==> src/rtl/fp_pkg.sv <==
// ---------------------------------------------------------------------------
// fp_pkg
// Shared definitions for the floating-point datapath. This package holds the
// FCLASS bit positions used by the classifier, plus the exponent-bias and
// width helpers that the add/mul/fma units also use.
// ---------------------------------------------------------------------------
package fp_pkg;

    // One-hot FCLASS bit positions (RISC-V ordering)
    localparam int FCLS_NINF  = 0;
    localparam int FCLS_NNORM = 1;
    localparam int FCLS_NSUB  = 2;
    localparam int FCLS_NZERO = 3;
    localparam int FCLS_PZERO = 4;
    localparam int FCLS_PSUB  = 5;
    localparam int FCLS_PNORM = 6;
    localparam int FCLS_PINF  = 7;
    localparam int FCLS_SNAN  = 8;
    localparam int FCLS_QNAN  = 9;
    localparam int FCLS_W     = 10;

    // Exponent bias for an NEXP-bit exponent field
    function automatic int fp_bias(input int nexp);
        return (1 << (nexp - 1)) - 1;
    endfunction

    // Width of a leading-zero count able to represent 0..w
    function automatic int fp_lzc_w(input int w);
        return $clog2(w + 1);
    endfunction

endpackage

==> src/rtl/fp_lzc.sv <==
// ---------------------------------------------------------------------------
// fp_lzc
// Combinational leading-zero counter.
// Ports:
//   i_d    [W-1:0]            value to scan, MSB first
//   o_cnt  [$clog2(W+1)-1:0]  number of leading zeros; all-zero input gives W
// ---------------------------------------------------------------------------
module fp_lzc #(
    parameter int W = 23
) (
    input  logic [W-1:0]             i_d,
    output logic [$clog2(W+1)-1:0]   o_cnt
);

    localparam int CW = $clog2(W + 1);

    // Scanning upward lets the highest set bit overwrite any lower one.
    always_comb begin
        o_cnt = CW'(W);
        for (int i = 0; i < W; i++) begin
            if (i_d[i]) begin
                o_cnt = CW'(W - 1 - i);
            end
        end
    end

endmodule

==> src/rtl/fp_unpack_pipe.sv <==
// ---------------------------------------------------------------------------
// fp_unpack_pipe
// Two-stage IEEE-754 classifier/unpacker with valid/ready handshakes.
// Produces the 10-bit FCLASS mask, sign, unbiased two's-complement exponent
// and significand with an explicit hidden bit. Subnormals are normalised.
//
// Build option: define FP_UNPACK_DAZ_EN to treat subnormal inputs as signed
// zero (denormals-are-zero); the leading-zero count and shifter are removed.
//
// Ports:
//   clk, rst            clock, synchronous active-high reset
//   in_valid/in_ready   input handshake (in_ready is combinational from out_ready)
//   in_f                raw operand {sign, exp[NEXP], frac[NSIG]}
//   in_tag              sideband tag carried with the operand
//   out_valid/out_ready output handshake
//   out_class           one-hot FCLASS mask
//   out_sign            operand sign (also for NaN)
//   out_exp             unbiased exponent, NEXP+2 bits signed
//   out_sig             significand, hidden bit at MSB
//   out_tag             tag of this result
// ---------------------------------------------------------------------------
module fp_unpack_pipe
    import fp_pkg::*;
#(
    parameter int NEXP  = 8,
    parameter int NSIG  = 23,
    parameter int TAG_W = 5
) (
    input  logic                     clk,
    input  logic                     rst,
    input  logic                     in_valid,
    output logic                     in_ready,
    input  logic [NEXP+NSIG:0]       in_f,
    input  logic [TAG_W-1:0]         in_tag,
    output logic                     out_valid,
    input  logic                     out_ready,
    output logic [FCLS_W-1:0]        out_class,
    output logic                     out_sign,
    output logic signed [NEXP+1:0]   out_exp,
    output logic [NSIG:0]            out_sig,
    output logic [TAG_W-1:0]         out_tag
);

    localparam int EW   = NEXP + 2;
    localparam int BIAS = fp_bias(NEXP);
    localparam logic signed [EW-1:0] BIAS_S      = EW'(BIAS);
    localparam logic signed [EW-1:0] EXP_SPECIAL = EW'(BIAS + 1);

    // Handshake: a stage may load when it is empty or its successor loads.
    logic w_s2_en;
    logic w_s1_en;

    logic r_vld_p1;
    logic r_vld_p2;

    assign w_s2_en  = !r_vld_p2 || out_ready;
    assign w_s1_en  = !r_vld_p1 || w_s2_en;
    assign in_ready = w_s1_en;

    // ---------------- Stage 0 -> 1: field decode, class mask, LZC ----------
    logic              w_sign_p0;
    logic [NEXP-1:0]   w_e_p0;
    logic [NSIG-1:0]   w_frac_p0;
    logic              w_exp_ones_p0;
    logic              w_exp_zeros_p0;
    logic              w_frac_zero_p0;
    logic [FCLS_W-1:0] w_class_p0;

    assign w_sign_p0      = in_f[NEXP+NSIG];
    assign w_e_p0         = in_f[NEXP+NSIG-1:NSIG];
    assign w_frac_p0      = in_f[NSIG-1:0];
    assign w_exp_ones_p0  = &w_e_p0;
    assign w_exp_zeros_p0 = ~|w_e_p0;
    assign w_frac_zero_p0 = ~|w_frac_p0;

    always_comb begin
        w_class_p0 = '0;
        if (w_exp_ones_p0) begin
            if (w_frac_zero_p0) begin
                w_class_p0[w_sign_p0 ? FCLS_NINF : FCLS_PINF] = 1'b1;
            end else if (w_frac_p0[NSIG-1]) begin
                w_class_p0[FCLS_QNAN] = 1'b1;
            end else begin
                w_class_p0[FCLS_SNAN] = 1'b1;
            end
        end else if (w_exp_zeros_p0) begin
`ifdef FP_UNPACK_DAZ_EN
            w_class_p0[w_sign_p0 ? FCLS_NZERO : FCLS_PZERO] = 1'b1;
`else
            if (w_frac_zero_p0) begin
                w_class_p0[w_sign_p0 ? FCLS_NZERO : FCLS_PZERO] = 1'b1;
            end else begin
                w_class_p0[w_sign_p0 ? FCLS_NSUB : FCLS_PSUB] = 1'b1;
            end
`endif
        end else begin
            w_class_p0[w_sign_p0 ? FCLS_NNORM : FCLS_PNORM] = 1'b1;
        end
    end

`ifndef FP_UNPACK_DAZ_EN
    localparam int LZW = fp_lzc_w(NSIG);

    logic [LZW-1:0] w_lz_p0;
    logic [LZW-1:0] r_lz_p1;

    fp_lzc #(
        .W (NSIG)
    ) u_lzc (
        .i_d   (w_frac_p0),
        .o_cnt (w_lz_p0)
    );

    // Only the count is registered; the shift happens in stage 2.
    always_ff @(posedge clk) begin
        if (w_s1_en && in_valid) begin
            r_lz_p1 <= w_lz_p0;
        end
    end
`endif

    logic              r_sign_p1;
    logic [NEXP-1:0]   r_e_p1;
    logic [NSIG-1:0]   r_frac_p1;
    logic [FCLS_W-1:0] r_class_p1;
    logic [TAG_W-1:0]  r_tag_p1;

    always_ff @(posedge clk) begin
        if (rst) begin
            r_vld_p1 <= 1'b0;
        end else if (w_s1_en) begin
            r_vld_p1 <= in_valid;
        end
    end

    always_ff @(posedge clk) begin
        if (w_s1_en && in_valid) begin
            r_sign_p1  <= w_sign_p0;
            r_e_p1     <= w_e_p0;
            r_frac_p1  <= w_frac_p0;
            r_class_p1 <= w_class_p0;
            r_tag_p1   <= in_tag;
        end
    end

    // ---------------- Stage 1 -> 2: shift and exponent adjust --------------
    logic                   w_is_special_p1;
    logic                   w_is_norm_p1;
    logic signed [EW-1:0]   w_exp_p1;
    logic [NSIG:0]          w_sig_p1;

    assign w_is_special_p1 = r_class_p1[FCLS_NINF] | r_class_p1[FCLS_PINF]
                           | r_class_p1[FCLS_SNAN] | r_class_p1[FCLS_QNAN];
    assign w_is_norm_p1    = r_class_p1[FCLS_NNORM] | r_class_p1[FCLS_PNORM];

`ifndef FP_UNPACK_DAZ_EN
    logic            w_is_sub_p1;
    logic [NSIG-1:0] w_shift_p1;

    assign w_is_sub_p1 = r_class_p1[FCLS_NSUB] | r_class_p1[FCLS_PSUB];
    // Shift by lz+1 pushes the leading one out; it becomes the hidden bit.
    assign w_shift_p1  = {r_frac_p1[NSIG-2:0], 1'b0} << r_lz_p1;
`endif

    always_comb begin
        w_exp_p1 = '0;
        w_sig_p1 = '0;
        if (w_is_special_p1) begin
            w_exp_p1 = EXP_SPECIAL;
            w_sig_p1 = {1'b0, r_frac_p1};
        end else if (w_is_norm_p1) begin
            w_exp_p1 = $signed({2'b00, r_e_p1}) - BIAS_S;
            w_sig_p1 = {1'b1, r_frac_p1};
`ifndef FP_UNPACK_DAZ_EN
        end else if (w_is_sub_p1) begin
            // 1 - BIAS - (lz + 1) folds to -BIAS - lz
            w_exp_p1 = -BIAS_S - $signed(EW'(r_lz_p1));
            w_sig_p1 = {1'b1, w_shift_p1};
`endif
        end
    end

    logic [FCLS_W-1:0]    r_class_p2;
    logic                 r_sign_p2;
    logic signed [EW-1:0] r_exp_p2;
    logic [NSIG:0]        r_sig_p2;
    logic [TAG_W-1:0]     r_tag_p2;

    always_ff @(posedge clk) begin
        if (rst) begin
            r_vld_p2   <= 1'b0;
            r_class_p2 <= '0;
            r_sign_p2  <= 1'b0;
            r_exp_p2   <= '0;
            r_sig_p2   <= '0;
            r_tag_p2   <= '0;
        end else if (w_s2_en) begin
            r_vld_p2 <= r_vld_p1;
            if (r_vld_p1) begin
                r_class_p2 <= r_class_p1;
                r_sign_p2  <= r_sign_p1;
                r_exp_p2   <= w_exp_p1;
                r_sig_p2   <= w_sig_p1;
                r_tag_p2   <= r_tag_p1;
            end
        end
    end

    assign out_valid = r_vld_p2;
    assign out_class = r_class_p2;
    assign out_sign  = r_sign_p2;
    assign out_exp   = r_exp_p2;
    assign out_sig   = r_sig_p2;
    assign out_tag   = r_tag_p2;

endmodule
==> config.mk <==
export PLATFORM = sky130hd
export DESIGN_NAME = fp_unpack_pipe
export DESIGN_NICKNAME = d
export VERILOG_FILES = /design/src/rtl/fp_pkg.sv /design/src/rtl/fp_lzc.sv /design/src/rtl/fp_unpack_pipe.sv
export SDC_FILE = /design/constraint.sdc
export NUM_CORES = 1
export LEC_CHECK = 0
export BUFFER_PORTS_ARGS = -buffer_cell sky130_fd_sc_hd__buf_2
export CAP_MARGIN = 20
export CORE_MARGIN = 2
export CORE_UTILIZATION = 50
export CTS_CLUSTER_SIZE = 20
export DETAILED_ROUTE_END_ITERATION = 8
export GPL_TIMING_DRIVEN = 0
export PLACE_DENSITY = 0.79
export SLEW_MARGIN = 25
export SYNTH_ARGS = -nofsm -noshare
export SYNTH_HDL_FRONTEND = slang
export SYNTH_HIERARCHICAL = 1
export SYNTH_SLANG_ARGS = --single-unit
==> constraint.sdc <==
create_clock -name clk -period 2.1 [get_ports clk]
set_input_delay 0.105 -clock clk [delete_from_list [all_inputs] [get_ports clk]]
set_output_delay 0.105 -clock clk [all_outputs]
set_load 0.01 [all_outputs]
==> results by group, run 1 <==
Clocking
  • CTS tree: yes
  • Cts bufs inserted: 9
  • H-tree lvl count: 3
  • CTS root buf: clkbuf_8
  • Clk_lat worst skew: between 0.3 and 0.4 ns
  • Reg clk slew, reported paths: 0.11 ns
  • Maximum root-to-sink buffer count: 2
  • Clock sinks: just over 100

Floorplan
  • Die X: 107.2 µm
  • Placement Rows: 37
  • Io pins: 93
  • Die Ht: around 110 µm
  • Initial Utilization: 0.5162
  • Full die area: ~0.011 mm²
  • CORE AREA: 0.01032 mm²

Timing
  • Worst-Margin Slew: just under 0.7 ns
  • Endpoints failing hold: 0
  • Highest Clock Rate: around 0.48 GHz
  • Final Setup Violations: 1
  • RSZ-0062 raised after global routing: true
  • Fin worst setup slack: -0.003132 ns
  • Setup_tns: -0.003132 ns
  • Max_slew headroom: 0.5498
  • Post-layout min period: ~2.1 ns
  • Skew final: around 0.012 ns
  • Period utilization: 1.001
  • Final max-slew violation count: 0

Layout
  • Area growth syn-to-layout: 24.72%
  • Antenna Cells: 0
  • Post-layout util: 0.6438
  • Post-route cell area: between 0.006 and 0.007 mm²
  • Share of layout cells above drive strength 1: 0.2547
  • Final Net Count: a little over 700

Logic synthesis
  • FFs w/ async S/R, synth: 0
  • Syn_nets: approximately 580
  • Synth cell types: 67
  • Mapped Area: between 0.005 and 0.006 mm²
  • Number of synthesized flops with an enable pin: 52
  • Sequential area share after synthesis: 0.4846
  • Synth Warn #: 6
  • Seq cells post-synth: between 100 and 150
  • Synth Instances: 539
  • Avg Inst Size Synth: 9.887 µm²
  • Ys flop type: edfxtp_1

Route
  • Initial DRT Pass Iterations: 6
  • Final ANT Viol Nets: 0
  • DR DRC count: 0
  • Wire length per cell: ~19 µm
  • Post-DR vias/cell: roughly 6
  • Vias: 5,088
  • Starting DRT DRC Count: between 500 and 600
  • Final wirelength: roughly 16,000 µm

Worst setup path
  • CP max stage delay: 0.59 ns
  • Critical path class: register to register
  • CP endpoint: out_sig[14]
  • Crit path max-delay cell type: or4_4
  • Most used cell, CP: or4_4
  • Worst R2R End: out_sig[14]
  • Worst Setup End Kind: register
  • R2R Setup Slk: -0.003 ns
  • Critical path cell sequence: or4_4, or4_4, a2111o_1, o21ai_1
  • Crit path required time: 2.41 ns
  • Critical Path AT: approximately 2.4 ns
  • Worst reg-to-reg path cell count: 4
  • Startpoint types: register
  • RR Startpoint: r_class_p1[0]
  • Critical path peak fanout: 5
  • Crit path from: r_class_p1[0]

Placement
  • Post-Place Cell Area: slightly below 0.006 mm²
  • Setup slack at placement: -0.2323 ns
  • GPL Wtd Cong: between 0.9 and 1
  • DP HPWL: approximately 12,000 µm
  • # port buffers: 91

Power and ir drop
  • PwrDens: approximately 660 mW/mm²
  • Max IR drop VDD: ~0.00034 V
  • Pleak: between 2 and 3 nW

Run
  • Total of max-cap violations: 0

GRT
  • Initial antenna violation count: 0
  • Number of global-route vias before repair: roughly 4,600
  • GRT Residual Overflow: 0
  • Global-route wire length before repair: between 20,000 and 25,000 µm
  • Largest net degree at the start of global routing: 53
  • All-layer global routing usage: 0.2750

Run status
  • Status: finished with violations
  • Failing checks: setup timing

Hold path
  • Hold WC Path Type: input port to register
==> Yosys cell counts (3+ instances only) <==
cell       number  area (µm²)
o2111ai_1       3       26.28
nand2_1        56       210.2
inv_1          10       37.54
nor4_1         17       106.4
a221oi_1        7       61.31
edfxtp_1       52        1562
mux4_2         10       225.2
nand3_1         9       45.04
a211oi_1        7       52.55
clkbuf_1       18       67.56
o21ai_0        35       175.2
xor2_1          6       52.55
a22oi_1         6       45.04
and3_1          4       25.02
or2_2           3       18.77
buf_1           5       18.77
a31oi_1         8       50.05
a211o_1         3       26.28
buf_2           7       35.03
nor3_1         10       50.05
a21oi_1        43       215.2
nor2b_1         7       43.79
mux2i_1        26       260.3
nor2_1         57       214.0
dfxtp_1        51        1021
nand2b_1        6       37.54
o22ai_1         4       25.02
mux2_2         10       112.6
nand4_1         7       43.79
==> cells in the final DEF (no fill, tap or decap), types with 10 or more instances in the layout <==
cell type,instances
nor2_1,54
o21ai_0,34
mux4_2,10
clkbuf_8,10
clkbuf_1,12
nor4_1,17
buf_2,94
dfxtp_1,51
nand2_1,55
mux2i_1,24
edfxtp_1,52
a21oi_1,43
dlygate4sd3_1,35
mux2_2,10
==> state kept, by name, summed over array words and instances (netlist names), 5 cells and up <==
signal	flops
r_lz_p1	5
r_tag_p1	5
out_exp	9
r_class_p1	10
r_frac_p1	23
out_sig	24
r_e_p1	8
out_tag	5
out_class	10
==> cells by family (layout without fill, tap and decap cells) <==
kind of cell	count (synthesis)	after routing	share of synthesized area
buffers and inverters	45	193	0.03639
flip-flops	103	103	0.4846
AO/OA/AOI/OAI	145	145	0.1763
AND/OR/NAND/NOR	191	191	0.1742
multiplexers	46	46	0.1122
adder cells (fa/ha/maj)	2	2	0.004695
XOR/XNOR	7	7	0.01151
==> how the worst min path moves through the flow <==
stage / from / endpoint / slack [ns] / depth (start not counted)
3_5_place_dp: in_tag[1] / r_tag_p1[1] / 0.28 / 1
5_1_grt: in_f[17] / r_frac_p1[17] / 0.02 / 1
4_1_cts: in_f[17] / r_frac_p1[17] / 0.01 / 1
6_report: in_f[17] / r_frac_p1[17] / 0.02 / 1
2_1_floorplan: in_f[23] / r_e_p1[0] / 0.20 / 0
3_3_place_gp: in_tag[2] / r_tag_p1[2] / 0.28 / 1
==> final cells by class <==
class | instances | area, µm²
tap | 136 | 170.2
inverter | 11 | 41.29
timing repair buffer | 132 | 850.8
clock buffer | 10 | 137.6
multi-input combinational | 391 | 2610
buffer | 34 | 191.4
sequential | 103 | 2582
clock inverter | 6 | 62.56
fill | 850 | 3677
==> timing repair <==
item	4_1_cts	5_1_grt
pin swaps	0	2
endpoints found under the hold margin	35	0
gates resized for setup	12	28
setup endpoints to repair	17	40
hold buffers	35	0
setup buffers	1	5
==> routing by layer <==
metal,vias up,GRT usage,part of all wire
met4,0,0.08720,0.019
met1,2388,0.3834,0.42
met5,-,0,0
met2,325,0.4286,0.46
met3,38,0.05957,0.098
li1,2337,-,-
==> where the power goes <==
| group | leakage [nW] | total, mW | internal (mW) | switching (mW) |
|---|---|---|---|---|
| logic | 1.56 | 0.789 | 0.339 | 0.449 |
| clock network | 0.102 | 1.25 | 0.495 | 0.755 |
| registers | 0.930 | 2.32 | 2.23 | 0.0932 |
| total | 2.59 | 4.36 | 3.06 | 1.30 |
==> per-stage QoR <==
stage,hold slack [ns],cells,power [mW]
3_5_place_dp,0.2837,766,3.044
3_3_place_gp,0.2826,766,3.029
2_1_floorplan,0.2039,539,2.771
5_1_grt,0.01631,823,4.512
6_report,0.02471,823,4.358
4_1_cts,0.01446,818,4.315
==> worst max-delay path: cells and delay by family (launching register included) <==
kind / cells / cell delay (ns)
flops: 1 / 0.48
simple gates: 2 / 1.08
compound gates: 2 / 0.49
Note: power is estimated with default switching activity, not from simulation.
==> run 2: changes to the inputs <==
--- a/config.mk
+++ b/config.mk
@@ -12,9 +12,8 @@
 export CTS_CLUSTER_SIZE = 20
 export DETAILED_ROUTE_END_ITERATION = 8
 export GPL_TIMING_DRIVEN = 0
-export PLACE_DENSITY = 0.79
+export PLACE_DENSITY = 0.8
 export SLEW_MARGIN = 25
 export SYNTH_ARGS = -nofsm -noshare
 export SYNTH_HDL_FRONTEND = slang
-export SYNTH_HIERARCHICAL = 1
 export SYNTH_SLANG_ARGS = --single-unit
==> run 2 against run 1 <==
Net effect: the flow now finishes without violations; design area decreased by 1.8%; power decreased by 0.61%; synthesized cell count decreased by 4.6%; non-clock buffer count increased by 4; clock skew increased by 0.0066 ns; critical path type unchanged; largest power group unchanged.
==> results by group, run 2 <==
Layout
  • Most frequent cells in the layout: buf_2 (94), nand2_1 (69), nor2_1 (54)
  • Max FFs per register: 24 (unchanged)
  • Final Net Count: 706 (-2.6%)
  • Most common cell after layout, fill and taps aside: buf_2
  • Post-route cell area: 0.006526 mm² (-1.8%)
  • Area growth syn-to-layout: 26.23%
  • Share of layout cells above drive strength 1: 0.2590 (+0.004251)
  • Antenna Cells: 0 (unchanged)

GRT
  • Initial antenna violation count: 0 (unchanged)
  • Largest net degree at the start of global routing: 53 (unchanged)
  • Number of global-route vias before repair: 4,598 (-0.84%)
  • GRT Residual Overflow: 0 (unchanged)
  • All-layer global routing usage: 0.2824 (+0.007378)
  • Global-route wire length before repair: 24,540 µm (+0.20%)

Timing
  • Period utilization: 0.9964 (-0.005056)
  • Final Setup Violations: 0 (-1)
  • RSZ-0062 raised after global routing: true
  • Endpoints failing hold: 0 (unchanged)
  • Hold Slack: 0.04129 ns (+0.01658 ns)
  • Final max-slew violation count: 0 (unchanged)
  • Worst-Margin Slew: 0.6989 ns (+0.02356 ns)
  • Highest Clock Rate: 0.4779 GHz (+0.51%)
  • Max_slew headroom: 0.5341 (-0.01571)
  • Post-layout min period: 2.093 ns (-0.01062 ns)
  • Skew final: 0.01873 ns (+0.006605 ns)

Logic synthesis
  • Synth Area in Compound Gates: 0.1481 (-0.02822)
  • XOR/XNOR Fraction of Synth Area: 0.01186 (+0.0003536)
  • Sequential area share after synthesis: 0.4995 (+0.01490)
  • Synth Warn #: 0 (-6)
  • Synth area leaders: edfxtp_1 (30%), dfxtp_1 (20%), mux4_2 (7.4%)
  • FFs w/ async S/R, synth: 0 (unchanged)
  • Synth Area in Simple Gates: 0.1822 (+0.008017)
  • Post-synth top cells: nand2_1 (69), nor2_1 (56), edfxtp_1 (52)
  • Adder-cell share of the synthesized area: 0.004840 (+0.0001443)
  • Mux cell area share after synthesis: 0.1174 (+0.005144)
  • Synth cell types: 56 (-16%)
  • Most frequent cell after synthesis: nand2_1
  • Syn_nets: 557 (-4.3%)
  • Largest area contributor in the netlist: edfxtp_1
  • Avg Inst Size Synth: 10.06 µm² (+1.7%)
  • Number of synthesized flops with an enable pin: 52 (unchanged)
  • Synth top area share: 0.3020 (+0.009006)
  • Ys flop type: edfxtp_1
  • Mapped Area: 0.005170 mm² (-3.0%)
  • Largest family of logic cells by synthesized area: simple AND/OR/NAND/NOR gates
  • Synth Instances: 514 (-4.6%)
  • Seq cells post-synth: 103 (unchanged)

Power and ir drop
  • PwrDens: 663.7 mW/mm² (+1.2%)
  • Logic pwr share: 0.176 (-0.005)
  • Switching share of power: 0.2866 (-0.01123)
  • Pleak: 2.549 nW (-1.6%)
  • Max IR drop VDD: 0.0004558 V (+34%)
  • Sequential Power Share: 0.536 (+0.004)
  • Clock Power Share: 0.288 (about the same)
  • Switching Power: 1.241 mW (-4.4%)
  • Internal power: 3.090 mW (+0.98%)

Route
  • Final wirelength: 15,390 µm (-2.3%)
  • Post-DR vias/cell: 5.915 (-4.3%)
  • Wire length per cell: 19.14 µm (about the same)
  • Vias: 4,756 (-6.5%)
  • Initial DRT Pass Iterations: 5 (-1)
  • Starting DRT DRC Count: 401 (-23%)
  • Final ANT Viol Nets: 0 (unchanged)
  • DR DRC count: 0 (unchanged)

Floorplan
  • Io pins: 93 (unchanged)
  • Initial Utilization: 0.5076 (-0.008563)
  • CORE AREA: 0.01018 mm² (-1.3%)
  • Die Ht: 105.7 µm (-1.4%)
  • Placement Rows: 37 (unchanged)
  • Full die area: 0.01117 mm² (-2.9%)
  • Die X: 105.7 µm (-1.4%)

Worst setup path
  • Crit path max-delay cell type: mux4_1
  • Critical path peak fanout: 5 (unchanged)
  • RR Startpoint: r_frac_p1[5]
  • CP delay by family, top: multiplexers
  • Worst reg-to-reg path cell count: 4 (unchanged)
  • Startpoint types: register
  • Crit path from: r_frac_p1[5]
  • Critical path cell sequence: mux4_1, mux4_2, a221oi_2, nor2_1
  • CP max stage delay: 0.59 ns (about the same)
  • Crit path required time: 2.36 ns (-0.05 ns)
  • Bufs and invs on worst path: 0 (unchanged)
  • Critical Path AT: 2.35 ns (-0.07 ns)
  • Critical path class: register to register
  • Critical Path Stages: 4 (unchanged)
  • Worst Setup End Kind: register

Placement
  • # port buffers: 92 (+1.1%)
  • DP HPWL: 11,340 µm (-1.8%)
  • Post-Place Cell Area: 0.005803 mm² (-2.6%)
  • GPL Wtd Cong: 0.9791 (-1.6%)

Clocking
  • Reg clk slew, reported paths: 0.10 ns (about the same)
  • Maximum root-to-sink buffer count: 2 (unchanged)
  • CTS tree: yes
  • H-tree lvl count: 3 (unchanged)
  • CTS root buf: clkbuf_8
  • Clock sinks: 103 (unchanged)
  • Cts bufs inserted: 9 (unchanged)
  • Clk_lat worst skew: 0.38 ns (about the same)

Hold path
  • Hold Path Origin: in_f[22]
  • Worst hold path cell count: 1 (unchanged)
  • Hold WC Path Type: input port to register

Run
  • Total of max-cap violations: 0 (unchanged)

Run status
  • Status: complete, no violations
## run 2: cell count changes in the layout (fill, tap and decap cells not counted), moves of 5 or more
| cell | delta |
|---|---|
| nand3_1 | +5 |
| nand2_1 | +14 |
| nor3_1 | +11 |
| a31oi_1 | -6 |
| o21ai_0 | -8 |
| clkbuf_2 | -6 |
| clkbuf_1 | +5 |
| mux4_2 | +7 |
| mux2i_1 | -13 |
| nor4_1 | -10 |
## run 2: stage by stage
step,TNS [ns],instances,total power [mW],util,setup slack [ns]
3_5_place_dp,-0.4677,742,3.017,0.5698,-0.1293
3_3_place_gp,-0.3885,742,3.006,0.5697,-0.1545
2_1_floorplan,0,514,2.747,-,0.2154
5_1_grt,-0.1223,804,4.484,0.6408,-0.05182
6_report,0,804,4.331,0.6408,0.007486
4_1_cts,0,804,4.299,0.6340,0.006249
## run 2: cells by family after synthesis
logic type      count (synthesis)
flops                         103
mux                            37
simple gates                  202
buf+inv                        42
compound gates                121
xor+xnor                        7
fa+ha+maj                       2
## run 2: area by class of cell
cell class / count / area, µm²
repair buffers: 138 / 898.4
fillers: 860 / 3659
flip-flops and latches: 103 / 2582
well taps: 136 / 170.2
clock buffers: 11 / 152.6
plain buffers: 32 / 172.7
multi-input cells: 369 / 2469
clock inverters: 5 / 43.79
inverters: 10 / 37.54
## run 2: layer usage
layer / up-vias / GRT usage / share of wire
met1: 2263 / 0.4032 / 0.44
met4: 0 / 0.1071 / 0.027
met3: 33 / 0.03834 / 0.077
li1: 2223 / - / -
met5: - / 0 / 0
met2: 237 / 0.4396 / 0.46
## run 2: power by group through the flow
stage	Sequential [mW]	Combinational, mW	Clock, mW
global route	2.33	0.823	1.33
finish	2.32	0.760	1.25
detailed placement	2.36	0.654	0
global placement	2.36	0.645	0
floorplan	2.35	0.393	0
CTS	2.32	0.730	1.25
## run 2: final timing paths
| kind | end | slack (ns) |
|---|---|---|
| setup / recovery | out_sig[15] | 0.007 |
| hold / removal | r_frac_p1[22] | 0.04 |
| setup reg to reg | out_sig[15] | 0.007 |
| hold reg to reg | out_exp[3] | 0.46 |
## run 2: repair_timing
action                     4_1_cts  5_1_grt
hold endpoints to repair        37        0
pin swaps                        2        2
gates resized for setup          7       20
setup endpoints to repair       14       19
hold buffers                    37        0
setup buffers                    9        0
==> run 3: changes to the inputs <==
--- a/config.mk
+++ b/config.mk
@@ -12,7 +12,7 @@
 export CTS_CLUSTER_SIZE = 20
 export DETAILED_ROUTE_END_ITERATION = 8
 export GPL_TIMING_DRIVEN = 0
-export PLACE_DENSITY = 0.8
+export PLACE_DENSITY = 0.84
 export SLEW_MARGIN = 25
 export SYNTH_ARGS = -nofsm -noshare
 export SYNTH_HDL_FRONTEND = slang
==> run 3 against run 2 <==
Net effect: non-clock buffer count rose by 2; wire length is 0.34% lower; setup slack better by 0.018 ns; critical path depth is the same; clock power fell by 10%; sequential cell count is the same; power is 3.2% lower; sequential power barely moved; combinational power about the same; critical path type unchanged; final cell count rose by 0.25%; global-route usage shrank 0.41 points; register-to-register slack improved by 0.02 ns.
==> results by group, run 3 (synthesized netlist as in run 2, its figures left out) <==
Layout
  • Post-layout util: 0.6389 (-0.001843)
  • Post-route cell area: 0.006507 mm² (-0.29%)
  • Max FFs per register: 24 (unchanged)
  • # fillers: 807 (-6.2%)
  • Multi-input gate area: 0.002454 mm² (-0.61%)
  • Share of layout cells above drive strength 1: 0.2552 (-0.003758)
  • Most frequent cells in the layout: buf_2 (96), nand2_1 (69), nor2_1 (54)
  • Most common cell after layout, fill and taps aside: buf_2
  • Final non-filler cell total: 806 (+0.25%)
  • Area growth syn-to-layout: 25.87%
  • Final Net Count: 708 (+0.28%)
  • Antenna Cells: 0 (unchanged)
  • Register area: 0.002582 mm² (unchanged)

Power and ir drop
  • Max IR drop VDD: 0.0003053 V (-33%)
  • Final Power: 4.193 mW (-3.2%)
  • PwrDens: 644.3 mW/mm² (-2.9%)
  • Pleak: 2.541 nW (-0.30%)

Placement
  • GPL Wtd Cong: 0.9822 (+0.32%)
  • Post-Place Cell Area: 0.005803 mm² (unchanged)
  • DP HPWL: 10,970 µm (-3.3%)
  • Setup slack at placement: -0.1772 ns (-0.04789 ns)
  • # port buffers: 92 (unchanged)
  • Dpl cells: 742 (unchanged)

Worst setup path
  • Most used cell, CP: mux4_2
  • Crit path max-delay cell type: mux4_2
  • Worst Setup End Kind: register
  • CP max stage delay: 0.56 ns (-0.03 ns)
  • CP delay by family, top: multiplexers
  • Critical Path AT: 2.33 ns (-0.02 ns)
  • Startpoint types: register
  • Bufs and invs on worst path: 0 (unchanged)
  • Critical path peak fanout: 6 (+1)
  • Critical path cell sequence: mux4_2, mux4_2, a221oi_2, nor2_1
  • Critical path class: register to register
  • Crit path required time: 2.36 ns (about the same)

Floorplan
  • Die Ht: 105.7 µm (unchanged)
  • Initial Utilization: 0.5076 (unchanged)
  • Die X: 105.7 µm (unchanged)
  • Placement Rows: 37 (unchanged)
  • Io pins: 93 (unchanged)
  • Full die area: 0.01117 mm² (unchanged)
  • CORE AREA: 0.01018 mm² (unchanged)

Timing
  • Final Setup Violations: 0 (unchanged)
  • Skew final: 0.01618 ns (-0.002549 ns)
  • Endpoints failing hold: 0 (unchanged)
  • Max_slew headroom: 0.5395 (+0.005486)
  • Period utilization: 0.9877 (-0.008690)
  • Hold Slack: 0.03076 ns (-0.01053 ns)
  • Highest Clock Rate: 0.4821 GHz (+0.88%)
  • Worst-Margin Slew: 0.6907 ns (-0.008228 ns)
  • Final max-slew violation count: 0 (unchanged)
  • Fin worst setup slack: 0.02574 ns (+0.01825 ns)
  • Setup_tns: 0 ns (unchanged)
  • Post-layout min period: 2.074 ns (-0.01825 ns)
  • RSZ-0062 raised after global routing: true

Clocking
  • Clk_lat worst skew: 0.38 ns (about the same)
  • H-tree lvl count: 3 (unchanged)
  • Maximum root-to-sink buffer count: 2 (unchanged)
  • CTS tree: yes
  • Cts bufs inserted: 9 (unchanged)
  • CTS root buf: clkbuf_8
  • Clock sinks: 103 (unchanged)
  • Reg clk slew, reported paths: 0.10 ns (about the same)

Route
  • Wire length per cell: 19.03 µm (-0.59%)
  • Final ANT Viol Nets: 0 (unchanged)
  • Final wirelength: 15,340 µm (-0.34%)
  • Starting DRT DRC Count: 525 (+31%)
  • DR DRC count: 0 (unchanged)
  • Initial DRT Pass Iterations: 5 (unchanged)
  • Post-DR vias/cell: 6.019 (+1.7%)
  • Vias: 4,851 (+2.0%)

Run
  • Total of max-cap violations: 0 (unchanged)

GRT
  • Largest net degree at the start of global routing: 53 (unchanged)
  • Initial antenna violation count: 0 (unchanged)
  • GRT Residual Overflow: 0 (unchanged)
  • All-layer global routing usage: 0.2783 (-0.004092)
  • Number of global-route vias before repair: 4,570 (-0.61%)
  • Global-route wire length before repair: 23,970 µm (-2.3%)

Run status
  • Status: complete, no violations

Hold path
  • Hold WC Path Type: input port to register
[run 3: changes by cell type in the layout (fill, tap and decap cells not counted), moves of 2 or more]
cell	delta
a221oi_1	-2
clkbuf_1	+2
a221oi_2	+2
buf_6	+2
buf_2	+2
[run 3: path summary, 6_finish.rpt]
check                             startpoint            to  slack [ns]  cells past startpoint
worst max-delay path            r_frac_p1[1]   out_sig[15]        0.03                      4
worst min-delay path               out_ready     out_valid        0.03                      4
worst max register to register  r_frac_p1[1]   out_sig[15]        0.03                      4
worst min register to register  out_class[6]  out_class[6]        0.46                      2
[run 3: tightest hold or removal path: cells and delay by family]
kind                   cells  cell delay (ns)
and+or+nand+nor            3             0.18
buffers and inverters      1             0.09
[run 3: where the power goes]
| group | internal [mW] | switching [mW] | leakage [nW] | total, mW |
|---|---|---|---|---|
| sequential | 2.23 | 0.0949 | 0.930 | 2.32 |
| combinational | 0.340 | 0.417 | 1.53 | 0.757 |
| clock | 0.440 | 0.675 | 0.0830 | 1.12 |
[run 3: what timing repair did]
action	4_1_cts	5_1_grt
endpoints found under the hold margin	37	0
hold buffers	37	0
buffers inserted	8	3
pin swaps	2	1
gates resized for setup	9	19
endpoints found under the setup margin	13	20
[run 3: metal layers]
layer  share of wire  vias to the layer above  GRT usage
met5               0                        -          0
li1                -                     2218          -
met3           0.091                       54    0.05009
met4           0.038                        0     0.1278
met2            0.46                      274     0.4350
met1            0.41                     2305     0.3781
[run 3: final cells by class]
class / instances / share of cell area
Multi-Input combinational cell: 369 / 0.3770
Tap cell: 136 / 0.02615
Clock buffer: 12 / 0.02077
Clock inverter: 4 / 0.004614
Inverter: 10 / 0.005768
Buffer: 32 / 0.02653
Timing Repair Buffer: 140 / 0.1423
Sequential cell: 103 / 0.3968
